==> src/rtl/gate_pkg.sv <==
// Shared definitions for the gate arbiter: opcode encodings and FSM states.
package gate_pkg;

  // Opcode encodings carried on each requester's 2-bit op field.
  localparam logic [1:0] OP_NOT = 2'b00;
  localparam logic [1:0] OP_AND = 2'b01;
  localparam logic [1:0] OP_OR  = 2'b10;
  localparam logic [1:0] OP_XOR = 2'b11;

  typedef logic [1:0] opcode_t;

  // Arbiter sequencing: sample and latch, evaluate, present result.
  typedef enum logic [1:0] {
    ST_IDLE = 2'd0,
    ST_EXEC = 2'd1,
    ST_RESP = 2'd2
  } state_t;

endpackage

==> src/rtl/gate_unit.sv <==
// Purely combinational W-bit logic gate selected by a 2-bit opcode.
// The result register lives in the arbiter; this block has no state.
module gate_unit
  import gate_pkg::*;
#(
  parameter int W = 8
) (
  input  logic [1:0]   op,
  input  logic [W-1:0] a,
  input  logic [W-1:0] b,
  output logic [W-1:0] y
);

  // Select the bitwise operation; NOT ignores operand b entirely.
  always_comb begin
    y = '0;
    case (op)
      OP_NOT:  y = ~a;
      OP_AND:  y = a & b;
      OP_OR:   y = a | b;
      OP_XOR:  y = a ^ b;
      default: y = '0;
    endcase
  end

endmodule

==> src/rtl/gate_arbiter.sv <==
// Round-robin controller sharing one registered gate datapath among N_REQ
// requesters. A winner is picked in IDLE, its operands are latched, the gate
// result is registered during EXEC and presented with a one-cycle grant and
// valid strobe in RESP.
module gate_arbiter
  import gate_pkg::*;
#(
  parameter  int N_REQ = 4,
  parameter  int W     = 8,
  localparam int IDW   = $clog2(N_REQ)
) (
  input  logic                 clk,
  input  logic                 rst_n,
  input  logic [N_REQ-1:0]     req,
  input  logic [2*N_REQ-1:0]   op,
  input  logic [W*N_REQ-1:0]   a_in,
  input  logic [W*N_REQ-1:0]   b_in,
  output logic [N_REQ-1:0]     grant,
  output logic [W-1:0]         res,
  output logic                 res_valid,
  output logic [IDW-1:0]       res_id,
  output logic                 busy
);

  state_t         state;
  logic [IDW-1:0] ptr;
  logic [IDW-1:0] id_q;
  logic [1:0]     op_q;
  logic [W-1:0]   a_q;
  logic [W-1:0]   b_q;

  logic [IDW-1:0] win_id;
  logic           any_req;
  logic [1:0]     win_op;
  logic [W-1:0]   win_a;
  logic [W-1:0]   win_b;
  logic [W-1:0]   gate_y;

  // Walk the request vector starting at ptr and wrapping; first set bit wins.
  // When no bit is set the returned index is don't-care (any_req gates it).
  function automatic logic [IDW-1:0] rr_pick(input logic [N_REQ-1:0] r,
                                             input logic [IDW-1:0]   p);
    logic [IDW-1:0] win;
    logic           found;
    int             idx;
    win   = '0;
    found = 1'b0;
    for (int k = 0; k < N_REQ; k++) begin
      idx = (int'(p) + k) % N_REQ;
      if (!found && r[idx]) begin
        found = 1'b1;
        win   = IDW'(idx);
      end
    end
    return win;
  endfunction

  // Pointer advance with explicit wrap so non-power-of-two N_REQ works.
  function automatic logic [IDW-1:0] next_ptr(input logic [IDW-1:0] id);
    if (id == IDW'(N_REQ - 1)) begin
      return '0;
    end
    return id + IDW'(1);
  endfunction

  // One-hot grant vector for a requester index.
  function automatic logic [N_REQ-1:0] onehot(input logic [IDW-1:0] id);
    return N_REQ'(1) << id;
  endfunction

  // Pick the winner and slice out its opcode and operands from the packed buses.
  always_comb begin
    int sel;
    win_id  = rr_pick(req, ptr);
    any_req = |req;
    sel     = int'(win_id);
    win_op  = op[2*sel +: 2];
    win_a   = a_in[W*sel +: W];
    win_b   = b_in[W*sel +: W];
  end

  gate_unit #(
    .W (W)
  ) u_gate (
    .op (op_q),
    .a  (a_q),
    .b  (b_q),
    .y  (gate_y)
  );

  // Main FSM: all outputs are registered here; grant and res_valid default
  // low each cycle so they only pulse during RESP, while res and res_id hold.
  always_ff @(posedge clk) begin
    if (!rst_n) begin
      state     <= ST_IDLE;
      ptr       <= '0;
      id_q      <= '0;
      op_q      <= '0;
      a_q       <= '0;
      b_q       <= '0;
      grant     <= '0;
      res       <= '0;
      res_valid <= 1'b0;
      res_id    <= '0;
      busy      <= 1'b0;
    end else begin
      grant     <= '0;
      res_valid <= 1'b0;
      case (state)
        ST_IDLE: begin
          if (any_req) begin
            id_q  <= win_id;
            op_q  <= win_op;
            a_q   <= win_a;
            b_q   <= win_b;
            busy  <= 1'b1;
            state <= ST_EXEC;
          end
        end
        ST_EXEC: begin
          res       <= gate_y;
          res_id    <= id_q;
          grant     <= onehot(id_q);
          res_valid <= 1'b1;
          state     <= ST_RESP;
        end
        ST_RESP: begin
          ptr   <= next_ptr(id_q);
          busy  <= 1'b0;
          state <= ST_IDLE;
        end
        default: begin
          busy  <= 1'b0;
          state <= ST_IDLE;
        end
      endcase
    end
  end

endmodule
==> config.mk <==
export PLATFORM = sky130hd
export DESIGN_NAME = gate_arbiter
export DESIGN_NICKNAME = d
export VERILOG_FILES = /design/src/rtl/gate_pkg.sv /design/src/rtl/gate_unit.sv /design/src/rtl/gate_arbiter.sv
export SDC_FILE = /design/constraint.sdc
export NUM_CORES = 1
export LEC_CHECK = 0
export BUFFER_PORTS_ARGS = -buffer_cell sky130_fd_sc_hd__buf_2
export CORE_MARGIN = 10
export CORE_UTILIZATION = 30
export DETAILED_ROUTE_END_ITERATION = 8
export PLACE_DENSITY_LB_ADDON = 0.25
export SETUP_SLACK_MARGIN = 0.15
export SLEW_MARGIN = 25
export SYNTH_ARGS = -nofsm -noshare
export SYNTH_HDL_FRONTEND = slang
export SYNTH_HIERARCHICAL = 1
export SYNTH_SLANG_ARGS = --single-unit
==> constraint.sdc <==
create_clock -name clk -period 4.9 [get_ports clk]
set_clock_uncertainty 0.2 [all_clocks]
set_input_delay 0.245 -clock clk [delete_from_list [all_inputs] [get_ports clk]]
set_output_delay 0.245 -clock clk [all_outputs]
set_load 0.01 [all_outputs]
==> impl_metrics.xml <==
<?xml version="1.0" encoding="UTF-8"?>
<metrics>
  <group name="run_status">
    <metric name="status" unit="">finished clean</metric>
  </group>
  <group name="worst_setup_path">
    <metric name="timing_worst_setup_path_type" unit="">register to register</metric>
    <metric name="number_of_cells_on_the_worst_reg_to_reg_path" unit="">6</metric>
    <metric name="worstSetupStartpointType" unit="">register</metric>
    <metric name="critPathArrivalTime" unit="ns">2.34</metric>
    <metric name="end_kind" unit="">register</metric>
    <metric name="worstPathRequired" unit="ns">4.87</metric>
    <metric name="critPathMaxFanout" unit="">19</metric>
  </group>
  <group name="synthesis">
    <metric name="synth_top_area_share" unit="%">28.70</metric>
    <metric name="synth_area_per_cell" unit="µm²">9.555</metric>
    <metric name="synthCells" unit="">292</metric>
    <metric name="synth_compound_gate_area_share" unit="%">22.74</metric>
    <metric name="synth-xor-area-share" unit="%">0</metric>
    <metric name="synth_simple_gate_area_share" unit="%">17.13</metric>
    <metric name="synthDominantAreaCellType" unit="">sky130_fd_sc_hd__dfxtp_1</metric>
    <metric name="synth-edff-count" unit="">0</metric>
    <metric name="largest_family_of_logic_cells_by_synthesized_area" unit="">compound AO/OA/AOI/OAI gates</metric>
    <metric name="ys_async_sr_fraction" unit="%">0</metric>
    <metric name="synth-warning-count" unit="">6</metric>
    <metric name="postSynth.topFlopCell" unit="">sky130_fd_sc_hd__dfxtp_1</metric>
    <metric name="yosys-top-cells-area" unit="">sky130_fd_sc_hd__dfxtp_1 (29%), sky130_fd_sc_hd__ha_1 (7.6%), sky130_fd_sc_hd__mux2i_1 (7.5%), sky130_fd_sc_hd__mux4_2 (6.5%), sky130_fd_sc_hd__and4_1 (5.7%)</metric>
    <metric name="yosys.area_share.adder" unit="%">7.623</metric>
    <metric name="post_synthesis_instance_area" unit="µm²">2790</metric>
    <metric name="syn-num-nets" unit="">387</metric>
    <metric name="muxShareOfSynthArea" unit="%">13.99</metric>
    <metric name="netlist-cell-type-count" unit="">37</metric>
    <metric name="synth-seq-area-share" unit="%">28.70</metric>
    <metric name="synth.ff_latch_count" unit="">40</metric>
  </group>
  <group name="clock_network">
    <metric name="cts.sinks" unit="">40</metric>
    <metric name="tritoncts" unit="">yes</metric>
    <metric name="cts_max_level" unit="">2</metric>
    <metric name="cts.path.max_buffers" unit="">2</metric>
    <metric name="worstSkewPairLatency" unit="ns">0.29</metric>
    <metric name="cts_hold_buffers" unit="">0</metric>
    <metric name="post_cts_resized" unit="">0</metric>
    <metric name="cts_made_buffers" unit="">5</metric>
    <metric name="clock_tree.root_cell" unit="">sky130_fd_sc_hd__clkbuf_8</metric>
    <metric name="cts_setup_buffers" unit="">0</metric>
    <metric name="cts.clk_slew.worst_paths" unit="ns">0.08</metric>
  </group>
  <group name="finish">
    <metric name="antenna_cells" unit="">0</metric>
    <metric name="syn_to_final_growth" unit="%">20.09</metric>
    <metric name="mostFrequentLayoutCell" unit="">sky130_fd_sc_hd__buf_2</metric>
    <metric name="most-common-layout-cells" unit="">sky130_fd_sc_hd__buf_2 (93), sky130_fd_sc_hd__nand2_1 (42), sky130_fd_sc_hd__dfxtp_1 (40)</metric>
    <metric name="layout-drive-gt1-share" unit="%">37.53</metric>
    <metric name="nNetsFinal" unit="">467</metric>
    <metric name="design_area" unit="µm²">3351</metric>
    <metric name="final-instance-count-excl-fill" unit="">484</metric>
  </group>
  <group name="global_route">
    <metric name="grt_util_all_layers" unit="%">11.34</metric>
    <metric name="first_global_vias" unit="">2446</metric>
    <metric name="grt_pass1_wl" unit="µm">12180</metric>
    <metric name="maximum_number_of_pins_on_one_net_before_global_route_repair" unit="">20</metric>
    <metric name="remaining_global_route_overflow" unit="">0</metric>
    <metric name="antenna_found_initial" unit="">0</metric>
  </group>
  <group name="floorplan">
    <metric name="fp.dieW" unit="µm">116.4</metric>
    <metric name="die_outline_area" unit="µm²">13560</metric>
    <metric name="core.rowCount" unit="">35</metric>
    <metric name="design.portCount" unit="">94</metric>
    <metric name="initial_utilization" unit="%">30.49</metric>
    <metric name="core" unit="µm²">9153</metric>
    <metric name="chipHeight" unit="µm">116.4</metric>
  </group>
  <group name="pwr">
    <metric name="cellPowerDensity" unit="nW/µm²">270.8</metric>
    <metric name="worst_ir_drop_vdd" unit="µV">98.32</metric>
    <metric name="static-leakage-power" unit="nW">1.507</metric>
    <metric name="p_total" unit="mW">0.9073</metric>
  </group>
  <group name="sta">
    <metric name="final.min_clock_period" unit="ns">2.377</metric>
    <metric name="relSlewSlack" unit="%">48.13</metric>
    <metric name="highest_clock_rate" unit="GHz">0.4207</metric>
    <metric name="post-route-worst-setup-slack" unit="ns">2.523</metric>
    <metric name="worst-slew-pin-transition" unit="ns">0.7772</metric>
    <metric name="grt_setup_unrepaired" unit="">false</metric>
    <metric name="finalSetupViolCount" unit="">0</metric>
    <metric name="layout_worst_path_cycle_share" unit="%">48.51</metric>
    <metric name="report.final.hold_viol_count" unit="">0</metric>
    <metric name="fin_setup_tns" unit="ns">0</metric>
    <metric name="number_of_max_slew_violations_in_the_final_report" unit="">0</metric>
  </group>
  <group name="placed_design">
    <metric name="detailed_place_hpwl" unit="µm">6265</metric>
    <metric name="finalWeightedCongestion" unit="">0.7474</metric>
    <metric name="detailed_place.area" unit="µm²">3239</metric>
    <metric name="placed_cells" unit="">476</metric>
    <metric name="io_buf_count" unit="">93</metric>
    <metric name="detailedPlace.worstSlack" unit="ns">2.546</metric>
  </group>
  <group name="run">
    <metric name="number_of_max_capacitance_violations_reported" unit="">0</metric>
  </group>
  <group name="drt">
    <metric name="vias_per_cell" unit="">4.740</metric>
    <metric name="detail-route-antenna-nets" unit="">0</metric>
    <metric name="dr_total_vias" unit="">2294</metric>
    <metric name="wl_per_cell" unit="µm">15.63</metric>
    <metric name="drt-pass1-iter-count" unit="">4</metric>
    <metric name="drt-initial-drc-count" unit="">110</metric>
    <metric name="drt-total-wl" unit="µm">7566</metric>
    <metric name="drc_errors" unit="">0</metric>
  </group>
  <group name="hold_path">
    <metric name="hold_path_cells" unit="">3</metric>
    <metric name="min-delay-path-class" unit="">primary input to register</metric>
  </group>
</metrics>
## layer usage
layer | share of wire, % | global-route usage [%] | vias to the layer above
met1 | 43 | 13.10 | 1030
li1 | - | - | 1206
met5 | 0 | 0 | -
met2 | 51 | 19.68 | 51
met3 | 4.7 | 3.082 | 7
met4 | 1.4 | 3.920 | 0
## cell type report
type                    count  area, µm²
clock inverters             3      42.54
inverters                  27      101.3
clock buffers               5      68.82
flip-flops and latches     40      800.8
repair buffers             94      476.7
well taps                 111      138.9
fillers                   973       5802
multi-input cells         204       1722
## through the flow
step | hold slack (ns) | utilization (%)
floorplan | 0.1988 | -
global placement | 0.2501 | 35.27
detailed placement | 0.2573 | 35.39
CTS | 0.02731 | 36.61
global route | 0.04508 | 36.61
finish | 0.04315 | 36.61
## cell families after synthesis
family                   count (synthesis)
multiplexers                            29
AO/OA/AOI/OAI                           74
flip-flops                              40
adder cells (fa/ha/maj)                 17
buffers and inverters                   48
AND/OR/NAND/NOR                         84
## critical path, cell delays in order, from the launching register on
cell and delay (ns):
sky130_fd_sc_hd__dfxtp_1 0.47, sky130_fd_sc_hd__mux2i_1 0.28, sky130_fd_sc_hd__nor2_2 0.19, sky130_fd_sc_hd__nor3_4 0.49
sky130_fd_sc_hd__buf_6 0.27, sky130_fd_sc_hd__mux2i_1 0.24, sky130_fd_sc_hd__o211ai_2 0.09
## flip-flops by register name, indices dropped and copies added (netlist names), 4 cells and up
register	cells
b_q	8
a_q	8
grant	4
res	8
## cell usage after synthesis, drive strengths merged (10+ instances only)
cell type and number:
inv 27, a21boi 12, nand2 44, and4 18, dfxtp 40, buf 10
o21ai 19, mux2i 21, o31a 18, ha 17, clkbuf 11, o211ai 18
## final timing paths
| check | start | endpoint | slack, ns |
|---|---|---|---|
| worst max register to register | ptr[1] | a_q[5] | 2.52 |
| worst min-delay path | op[1] | op_q[1] | 0.04 |
| worst min register to register | res_id[1] | res_id[1] | 0.26 |
| worst max-delay path | ptr[1] | a_q[5] | 2.52 |
## power by group
| group | internal [mW] | switching [mW] |
|---|---|---|
| Clock | 0.151 | 0.120 |
| Combinational | 0.124 | 0.122 |
| Sequential | 0.359 | 0.0321 |
| Total | 0.634 | 0.274 |
No activity file was read; power rests on OpenSTA's default activity.
